$ cat config.mk
export PLATFORM = sky130hd
export DESIGN_NAME = instr_fetch
export DESIGN_NICKNAME = d
export VERILOG_FILES = /design/src/rtl/riscv_pkg.sv /design/src/rtl/fetch_fifo.sv /design/src/rtl/instr_fetch.sv
export SDC_FILE = /design/constraint.sdc
export NUM_CORES = 1
export LEC_CHECK = 0
export ABC_AREA = 1
export CORE_ASPECT_RATIO = 2
export CORE_MARGIN = 1.5
export CORE_UTILIZATION = 55
export CTS_CLUSTER_SIZE = 28
export DETAILED_ROUTE_END_ITERATION = 7
export PLACE_DENSITY = 0.82
export SLEW_MARGIN = 20
export SYNTH_ARGS = -nofsm -noshare
export SYNTH_HDL_FRONTEND = slang
export SYNTH_HIERARCHICAL = 1
export SYNTH_SLANG_ARGS = --single-unit
$ cat constraint.sdc
create_clock -name clk -period 4.8 [get_ports clk]
set_input_delay 0.96 -clock clk [delete_from_list [all_inputs] [get_ports clk]]
set_output_delay 0.96 -clock clk [all_outputs]
set_load 0.02 [all_outputs]
$ cat src/rtl/riscv_pkg.sv
// Shared RV32I core definitions: fetch entry layout, the canonical NOP and base opcodes.
package riscv_pkg;

    localparam int unsigned XLEN = 32;

    localparam logic [31:0] NOP_INSTR = 32'h0000_0013; // addi x0, x0, 0

    // Base RV32I major opcodes, consumed by decode's control_unit.
    localparam logic [6:0] OPC_LUI      = 7'b0110111;
    localparam logic [6:0] OPC_AUIPC    = 7'b0010111;
    localparam logic [6:0] OPC_JAL      = 7'b1101111;
    localparam logic [6:0] OPC_JALR     = 7'b1100111;
    localparam logic [6:0] OPC_BRANCH   = 7'b1100011;
    localparam logic [6:0] OPC_LOAD     = 7'b0000011;
    localparam logic [6:0] OPC_STORE    = 7'b0100011;
    localparam logic [6:0] OPC_OP_IMM   = 7'b0010011;
    localparam logic [6:0] OPC_OP       = 7'b0110011;
    localparam logic [6:0] OPC_MISC_MEM = 7'b0001111;
    localparam logic [6:0] OPC_SYSTEM   = 7'b1110011;

    typedef struct packed {
        logic [XLEN-1:0] pc;
        logic [XLEN-1:0] instr;
    } fetch_entry_t;

endpackage

$ cat src/rtl/fetch_fifo.sv
// Two-entry synchronous FIFO with flush; holds fetch entries or, at a narrower width,
// the PCs of in-flight instruction-memory requests.
module fetch_fifo
    import riscv_pkg::*;
#(
    parameter int unsigned Width = $bits(fetch_entry_t)
) (
    input  logic             clk_i,
    input  logic             rst_ni,
    input  logic             flush_i,
    input  logic             push_i,
    input  logic [Width-1:0] push_data_i,
    input  logic             pop_i,
    output logic [Width-1:0] head_o,
    output logic [1:0]       cnt_o
);

    logic [Width-1:0] mem_q [0:1];
    logic             rd_ptr_q, rd_ptr_d;
    logic             wr_ptr_q, wr_ptr_d;
    logic [1:0]       cnt_q, cnt_d;
    logic             do_push, do_pop;

    assign do_pop  = pop_i && (cnt_q != 2'd0);
    // When full, a push can only land in the slot being vacated this cycle.
    assign do_push = push_i && ((cnt_q != 2'd2) || do_pop);

    always_comb begin
        rd_ptr_d = rd_ptr_q;
        wr_ptr_d = wr_ptr_q;
        cnt_d    = cnt_q;
        if (flush_i) begin
            rd_ptr_d = 1'b0;
            wr_ptr_d = 1'b0;
            cnt_d    = 2'd0;
        end else begin
            if (do_push) begin
                wr_ptr_d = ~wr_ptr_q;
            end
            if (do_pop) begin
                rd_ptr_d = ~rd_ptr_q;
            end
            cnt_d = cnt_q + {1'b0, do_push} - {1'b0, do_pop};
        end
    end

    always_ff @(posedge clk_i) begin
        if (!rst_ni) begin
            rd_ptr_q <= 1'b0;
            wr_ptr_q <= 1'b0;
            cnt_q    <= 2'd0;
        end else begin
            rd_ptr_q <= rd_ptr_d;
            wr_ptr_q <= wr_ptr_d;
            cnt_q    <= cnt_d;
        end
    end

    // Storage is cleared only on reset so the idle head reads as zero afterwards.
    always_ff @(posedge clk_i) begin
        if (!rst_ni) begin
            mem_q[0] <= '0;
            mem_q[1] <= '0;
        end else if (do_push && !flush_i) begin
            mem_q[wr_ptr_q] <= push_data_i;
        end
    end

    assign head_o = mem_q[rd_ptr_q];
    assign cnt_o  = cnt_q;

    assert property (@(posedge clk_i) disable iff (!rst_ni)
        push_i && !flush_i |-> (cnt_q != 2'd2) || pop_i);

endmodule

$ cat src/rtl/instr_fetch.sv
// RV32I fetch stage: PC, credit-limited imem requests, 2-entry IF/ID queue and
// redirect handling that discards stale in-flight responses. ADDR_W/INSTR_W <= XLEN.
module instr_fetch
    import riscv_pkg::*;
#(
    parameter int unsigned       ADDR_W   = 32,
    parameter int unsigned       INSTR_W  = 32,
    parameter logic [ADDR_W-1:0] RESET_PC = '0
) (
    input  logic               clk,
    input  logic               rst_n,
    output logic               imem_req_valid,
    output logic [ADDR_W-1:0]  imem_req_addr,
    input  logic               imem_req_ready,
    input  logic               imem_rsp_valid,
    input  logic [INSTR_W-1:0] imem_rsp_data,
    input  logic               redirect_valid,
    input  logic [ADDR_W-1:0]  redirect_pc,
    input  logic               stall,
    output logic               if_id_valid,
    output logic [INSTR_W-1:0] if_id_instr,
    output logic [ADDR_W-1:0]  if_id_pc,
    output logic [ADDR_W-1:0]  if_id_pc4
);

    logic [ADDR_W-1:0] pc_q, pc_d;
    logic [1:0]        drop_q, drop_d;
    logic [1:0]        outst;
    logic [1:0]        cnt;
    logic [2:0]        credit;
    logic [ADDR_W-1:0] inflight_pc;
    logic              req_fire, rsp_fire, pop, keep_rsp;
    fetch_entry_t      rsp_entry, head_entry;

    assign rsp_fire    = imem_rsp_valid;
    assign if_id_valid = (cnt != 2'd0);
    assign pop         = if_id_valid && !stall && !redirect_valid;

    // Every request in flight or word queued holds a slot; a new request needs a free one.
    assign credit         = {1'b0, outst} + {1'b0, cnt} - {2'b00, pop};
    assign imem_req_valid = rst_n && !redirect_valid && (credit < 3'd2);
    assign imem_req_addr  = pc_q;
    assign req_fire       = imem_req_valid && imem_req_ready;

    assign keep_rsp = rsp_fire && !redirect_valid && (drop_q == 2'd0);

    always_comb begin
        pc_d   = pc_q;
        drop_d = drop_q;
        if (redirect_valid) begin
            pc_d   = redirect_pc & ~ADDR_W'(3);
            drop_d = outst - {1'b0, rsp_fire};
        end else begin
            if (req_fire) begin
                pc_d = pc_q + ADDR_W'(4);
            end
            if (rsp_fire && (drop_q != 2'd0)) begin
                drop_d = drop_q - 2'd1;
            end
        end
    end

    always_ff @(posedge clk) begin
        if (!rst_n) begin
            pc_q   <= RESET_PC;
            drop_q <= 2'd0;
        end else begin
            pc_q   <= pc_d;
            drop_q <= drop_d;
        end
    end

    // PCs of accepted requests; its occupancy is the outstanding count, dropped ones included.
    fetch_fifo #(
        .Width(ADDR_W)
    ) u_inflight_q (
        .clk_i      (clk),
        .rst_ni     (rst_n),
        .flush_i    (1'b0),
        .push_i     (req_fire),
        .push_data_i(pc_q),
        .pop_i      (rsp_fire),
        .head_o     (inflight_pc),
        .cnt_o      (outst)
    );

    always_comb begin
        rsp_entry       = '0;
        rsp_entry.pc    = XLEN'(inflight_pc);
        rsp_entry.instr = XLEN'(imem_rsp_data);
    end

    fetch_fifo #(
        .Width($bits(fetch_entry_t))
    ) u_if_id_q (
        .clk_i      (clk),
        .rst_ni     (rst_n),
        .flush_i    (redirect_valid),
        .push_i     (keep_rsp),
        .push_data_i(rsp_entry),
        .pop_i      (pop),
        .head_o     (head_entry),
        .cnt_o      (cnt)
    );

    assign if_id_instr = if_id_valid ? INSTR_W'(head_entry.instr) : INSTR_W'(NOP_INSTR);
    assign if_id_pc    = ADDR_W'(head_entry.pc);
    assign if_id_pc4   = if_id_pc + ADDR_W'(4);

    assert property (@(posedge clk) disable iff (!rst_n) rsp_fire |-> outst != 2'd0);
    assert property (@(posedge clk) disable iff (!rst_n) drop_q <= outst);
    assert property (@(posedge clk) disable iff (!rst_n)
        imem_req_valid && !imem_req_ready |=> imem_req_addr == $past(imem_req_addr));

endmodule

==> flow_summary.json, run 1 <==
{
  "grt_pass1_vias": 9608,
  "final_nets": 1597,
  "synth_compound_area_share_pct": 2.19,
  "fillers": 1712,
  "p_comb_share_pct": 11.3,
  "synth_edf_count": 192,
  "path_common_cell": "clkdlybuf4s50_1",
  "synth_simple_gate_area_share_pct": 23.2,
  "hp-class": "register to register",
  "post-cts-setup-buffers": 0,
  "layout_min_cycle_time_ns": 4.60,
  "worstMarginPinSlew_ns": 1.01,
  "rsz0062_at_grt": "false",
  "cts-root-buf": "clkbuf_16",
  "critPathBufInv": 2,
  "cp_max_fo": 3,
  "postCtsHoldBufs": 0,
  "p_clk_share_pct": 36.9,
  "relSlewSlack_pct": 32.9,
  "finalCritPeriodShare_pct": 95.8,
  "synth.avg_cell_area_sq_um": 9.47,
  "final_core_utilization_pct": 68.1,
  "synth-xor-area-share_pct": 2.51,
  "syn_area_sq_um": 12600,
  "cts_tree": "built",
  "io_pins": 200,
  "p_leak_nw": 5.92,
  "via_per_inst": 5.15,
  "synth_fa_ha_area_share_pct": 1.15,
  "hold_viol_final": 0,
  "yosysSeqAreaShare_pct": 52.5,
  "die_x_um": 110,
  "area_growth_pct": 22.1,
  "timing.hold.ws_ns": 0.520,
  "yosys_warnings": 6,
  "final_cell_mix": "nor2_1, inv_1, nand2_1",
  "track_usage_pct": 24.9,
  "synthCells": 1327,
  "totalWireLength_um": 29100,
  "placement_rows": 78,
  "gp_congestion": 0.894,
  "placed_area_sq_um": 14700,
  "dp_cells": 1774,
  "crit_type": "primary input to primary output",
  "peakVddDrop_v": 0.000236,
  "p_int_mw": 3.46,
  "ys_ff_latch": 234,
  "dr_total_vias": 9329,
  "worst_ep_required_time_ns": 3.84,
  "maxSlewViolCount": 0,
  "htreeDepth": 1,
  "netSwitchingPower_mw": 1.04,
  "setup_viol": 0,
  "initial_core_util_pct": 55.8,
  "final_cell_area_sq_um": 15300,
  "cts-buffers-inserted": 20,
  "final_common_cell": "nor2_1",
  "timing.critical_path.cells": "clkdlybuf4s50_1 > nor3_1 > ha_1 > or2_2 > fa_1 > nand3_2 > nor2_1 > clkdlybuf4s50_1",
  "slowest_stage": "clkdlybuf4s50_1",
  "cts_resized": 0,
  "grt_start_max_net_pins": 66,
  "end_kind": "primary output",
  "drive_above_1_share_pct": 18.0,
  "skew_ns": 0.0129,
  "dpl.hpwl_um": 20700,
  "final_cell_count_no_fill": 1810,
  "dieArea_sq_um": 23800,
  "antenna_found_initial": 0,
  "clk_pin_slew_ns": 0.06,
  "yosys.cell_types.count": 42,
  "core_area_sq_um": 22500,
  "ant_nets": 0,
  "async_flop_share_pct": 0,
  "die_h_um": 217,
  "drcViolationCount": 0,
  "slowest_delay_ns": 0.60,
  "critical_path_arrival_ns": 3.64,
  "first_iter_violations": 456,
  "numPortBuffers": 195,
  "wl_per_cell_um": 16.1,
  "fin_tns_setup_ns": 0,
  "grt-ovfl-total": 0,
  "num_antenna_cells": 0,
  "p_seq_share_pct": 51.7,
  "fmax_mhz": 217,
  "cp_top_family": "buffers and inverters",
  "synthFlopType": "edfxtp_1",
  "clock-sinks": 234,
  "swShare_pct": 23.1,
  "synth_top_family_by_area": "simple AND/OR/NAND/NOR gates",
  "clock_latency_ns": 0.50,
  "grt_pass1_wl_um": 46600,
  "drt-pass1-iter-count": 5,
  "power_density_nw_per_um2": 293,
  "outcome": "finished clean",
  "drv_cap": 0,
  "cp-start-kind": "primary input",
  "cts_buffer_depth": 3,
  "synth.mux.area_fraction_pct": 8.68
}
[stage by stage]
step                power (mW)  setup slack [ns]
CTS                       4.53             0.197
global placement          2.86             0.236
global route              4.65            0.0808
floorplan                 2.66             0.300
finish                    4.50             0.201
detailed placement        2.88             0.200
[worst register-to-register path, cell delays in order (launching register included)]
cell and delay (ns):
dfxtp_1 0.43, nor2_2 0.08, nor3_1 0.27, ha_1 0.29, or2_2 0.30, fa_1 0.51, nand3_2 0.09, inv_2 0.09
nand3_4 0.10, clkinv_4 0.22, nand2_1 0.14, ha_1 0.29, inv_1 0.04, ha_1 0.19, inv_1 0.06, nand2_1 0.07
a21oi_1 0.15, nor2_1 0.06
[cell families after synthesis]
logic type                 Yosys count
and+or+nand+nor                    630
buffers and inverters              270
DFF                                234
muxes                               97
AOI/OAI and AO/OA                   48
xor gates and xnor gates            36
adders and majority gates           11
other                                1
[synth_stat cells (6+ instances only)]
cell type  instances  area share, %
nand3_1           64            2.5
xor2_1            23            1.6
clkbuf_1           9           0.27
o21ai_0            8           0.32
ha_1              10            1.0
nand4_1            7           0.35
a21oi_1           27            1.1
mux2_2            94            8.4
dfxtp_1           42            6.7
edfxtp_1         192             46
buf_6             20            1.8
buf_4              9           0.54
nand3_2            6           0.48
nor3_1            12           0.48
nor2_1           220            6.6
o21bai_1           6           0.36
inv_1            215            6.4
nand2_1          204            6.1
xnor2_1           13           0.91
buf_2             11           0.44
nor2_2            85            4.2
nor2_4            14            1.3
[final timing paths]
kind / startpoint / end / slack (ns) / cells past startpoint
max reg2reg: u_if_id_q/cnt_o[0] / u_inflight_q/cnt_o[1] / 1.32 / 17
min reg2reg: u_if_id_q/rd_ptr_q / u_if_id_q/rd_ptr_q / 0.52 / 2
max: redirect_valid / imem_req_valid / 0.20 / 8
min: u_if_id_q/rd_ptr_q / u_if_id_q/rd_ptr_q / 0.52 / 2
[power by group through the flow]
stage               Sequential (mW)  Clock, mW  Combinational, mW
finish                         2.33       1.66              0.510
detailed placement             2.37          0              0.509
global route                   2.34       1.76              0.557
floorplan                      2.38          0              0.280
global placement               2.36          0              0.501
CTS                            2.33       1.69              0.513
[sequential cells by signal (all words and copies together), names as in the netlist, named ones only]
| register | flops |
|---|---|
| u_if_id_q/wr_ptr_q | 1 |
| u_if_id_q/rd_ptr_q | 1 |
| u_inflight_q/mem_q | 64 |
| u_if_id_q/mem_q | 128 |
| drop_q | 2 |
| u_if_id_q/cnt_o | 2 |
| u_inflight_q/rd_ptr_q | 1 |
| u_inflight_q/cnt_o | 2 |
| imem_req_addr | 30 |
| u_inflight_q/wr_ptr_q | 1 |
[routing by layer]
| metal | share of wire [%] | wire (um) | vias to the layer above | GRT usage [%] |
|---|---|---|---|---|
| met5 | 0 | 0 | - | 0 |
| met4 | 4.0 | 1160 | 0 | 10.7 |
| met3 | 5.3 | 1540 | 64 | 2.99 |
| met2 | 56 | 16100 | 291 | 48.6 |
| met1 | 35 | 10200 | 4393 | 25.4 |
| li1 | - | - | 4581 | - |
[cell type report]
class                      instances  area [sq um]  area share [%]
sequential                       234          6610            43.1
tap                              280           350            2.28
clock buffer                      23           533            3.47
multi-input combinational        827          4790            31.2
inverter                         220           833            5.43
timing repair buffer             213          2090            13.6
clock inverter                    13           143           0.929
Power figures use the tool's default switching activity.
==> run 2, diff against run 1 <==
CORE_ASPECT_RATIO = 1.4   (was 2)
CORE_UTILIZATION = 54   (was 55)
PLACE_DENSITY = 0.81   (was 0.82)
SYNTH_HIERARCHICAL = not set   (was 1)
==> run 2 against run 1 <==
Global-route usage about the same; critical path type unchanged; clock skew up 0.0039 ns; cell count up 0.88%; via count up 2.9%; highest routed layer unchanged.
==> flow_summary.json, run 2 <==
{
  "async_flop_share_pct": 0,
  "largest-register": "u_if_id_q.mem_q",
  "worst_ep_required_time_ns": 3.84,
  "yosys_warnings": 0,
  "totalWireLength_um": 27500,
  "grt-ovfl-total": 0,
  "postCtsHoldBufs": 0,
  "ys_top_cells_by_area": "edfxtp_1, nand2_1, nor2_1",
  "worstMarginPinSlew_ns": 0.995,
  "peakVddDrop_v": 0.000267,
  "path_common_cell": "or2_2",
  "synth_compound_area_share_pct": 4.19,
  "finalCritPeriodShare_pct": 91.0,
  "core_area_sq_um": 21100,
  "largest_register_ffs": 124,
  "setup_viol": 0,
  "cts_buffer_depth": 3,
  "met2_usage_pct": 45.3,
  "synth-xor-area-share_pct": 1.29,
  "power_density_nw_per_um2": 332,
  "dpl.hpwl_um": 19400,
  "die_x_um": 127,
  "final_nets": 1633,
  "layout_setup_ws_ns": 0.432,
  "synthTopCellsByCount": "nand2_1, nor2_1, edfxtp_1, inv_1, nand3_1",
  "drive_above_1_share_pct": 6.00,
  "relSlewSlack_pct": 33.6,
  "ant_nets": 0,
  "cp-start-kind": "primary input",
  "fin_tns_setup_ns": 0,
  "yosysSeqAreaShare_pct": 55.1,
  "p_total_mw": 4.75,
  "crit_type": "primary input to primary output",
  "slowest_stage": "fa_1",
  "numPortBuffers": 191,
  "htreeDepth": 1,
  "synth_fa_ha_area_share_pct": 1.26,
  "dpl_worst_slack_ns": 0.0476,
  "dr_total_vias": 9604,
  "placement_rows": 63,
  "cts_tree": "built",
  "layout_min_cycle_time_ns": 4.37,
  "fmax_mhz": 229,
  "synth.avg_cell_area_sq_um": 8.41,
  "skew_ns": 0.0167,
  "wl_per_cell_um": 15.1,
  "via_per_inst": 5.26,
  "io_pins": 200,
  "ys_ff_latch": 226,
  "final_cell_mix": "nand2_1, nor2_1, clkdlybuf4s50_1",
  "hold_viol_final": 0,
  "synth.mux.area_fraction_pct": 2.60,
  "synth_top_cell_area_share_pct": 47.8,
  "timing.critical_path.cells": "clkdlybuf4s50_1 > or2_2 > nor2_1 > ha_1 > or2_2 > fa_1 > nand3_1 > inv_1 > dlymetal6s2s_1",
  "track_usage_pct": 24.9,
  "area_growth_pct": 23.7,
  "synthCells": 1374,
  "drt-pass1-iter-count": 5,
  "final_common_cell": "nand2_1",
  "synth_top_family_by_area": "simple AND/OR/NAND/NOR gates",
  "maxSlewViolCount": 0,
  "met1_usage_pct": 30.4,
  "hp-class": "register to register",
  "grt_pass1_wl_um": 44800,
  "drv_cap": 0,
  "top_usage_layer": "met2",
  "synth_simple_gate_area_share_pct": 28.5,
  "outcome": "finished clean",
  "gp_congestion": 0.901,
  "end_kind": "primary output",
  "initial_core_util_pct": 54.7,
  "syn_area_sq_um": 11600,
  "synthMostInstantiatedCell": "nand2_1",
  "antenna_found_initial": 0,
  "cts_resized": 0,
  "rsz0062_at_grt": "false",
  "die_h_um": 176,
  "yosys.area.top_type": "edfxtp_1",
  "cts-buffers-inserted": 20,
  "clk_pin_slew_ns": 0.07,
  "clock_latency_ns": 0.49,
  "final_core_utilization_pct": 67.7,
  "cts-root-buf": "clkbuf_16",
  "fillers": 1669,
  "synthFlopType": "edfxtp_1",
  "grt_pass1_vias": 9252,
  "slowest_delay_ns": 0.56,
  "critical_path_arrival_ns": 3.41,
  "yosys.cell_types.count": 35,
  "post-cts-setup-buffers": 0,
  "clock-sinks": 226,
  "dieArea_sq_um": 22300,
  "first_iter_violations": 757,
  "synth_edf_count": 184,
  "use_met3_pct": 2.91,
  "cp_max_fo": 5,
  "drcViolationCount": 0,
  "grt_start_max_net_pins": 63,
  "p_leak_nw": 5.61,
  "num_antenna_cells": 0
}
[run 2: final cells by class]
| type | count | area [sq um] | share of cell area, % |
|---|---|---|---|
| Clock inverter | 11 | 56.3 | 0.394 |
| Timing Repair Buffer | 211 | 2080 | 14.5 |
| Inverter | 138 | 518 | 3.62 |
| Tap cell | 260 | 325 | 2.28 |
| Sequential cell | 226 | 6370 | 44.6 |
| Multi-Input combinational cell | 955 | 4410 | 30.8 |
| Clock buffer | 25 | 541 | 3.78 |
[run 2: per-stage QoR]
step	area [sq um]	std cells	hold WS, ns
final	14300	1826	0.460
after global routing	14300	1826	0.498
after CTS	14300	1826	0.461
after detailed placement	13700	1790	0.452
after global placement	13700	1790	0.434
after floorplan	11600	1379	0.426
[run 2: power by group]
part | internal (mW) | switching [mW] | total [mW]
clock network | 0.802 | 0.679 | 1.48
registers | 2.27 | 0.0749 | 2.34
logic | 0.360 | 0.563 | 0.923
[run 2: critical path: cells and delay by family]
family,cells,cell delay (ns)
AND/OR/NAND/NOR,4,0.92
adder cells (fa/ha/maj),2,0.78
buffers and inverters,3,0.75
[run 2: routing by layer]
metal  share of wire (%)  vias to the layer above
met4                 3.1                        0
met2                  51                      345
li1                    -                     4735
met3                 4.9                       63
met1                  41                     4461
met5                   0                        -
[run 2: final timing paths]
check        slack [ns]                        end  depth (start not counted)                  start
max                0.43             imem_req_valid                          9                  stall
min                0.46      u_inflight_q.rd_ptr_q                          1  u_inflight_q.rd_ptr_q
max reg2reg        1.51  u_inflight_q.mem_q[1][18]                         15     u_if_id_q.cnt_o[1]
min reg2reg        0.46      u_inflight_q.rd_ptr_q                          1  u_inflight_q.rd_ptr_q
[run 2: logic make-up (layout without fill, tap and decap cells)]
logic type               Yosys count  in the layout
AO/OA/AOI/OAI                     91             91
XOR/XNOR                          17             17
adder cells (fa/ha/maj)           11             11
buffers and inverters            198            385
flip-flops                       226            226
multiplexers                      30             30
other                              1              6
AND/OR/NAND/NOR                  800            800
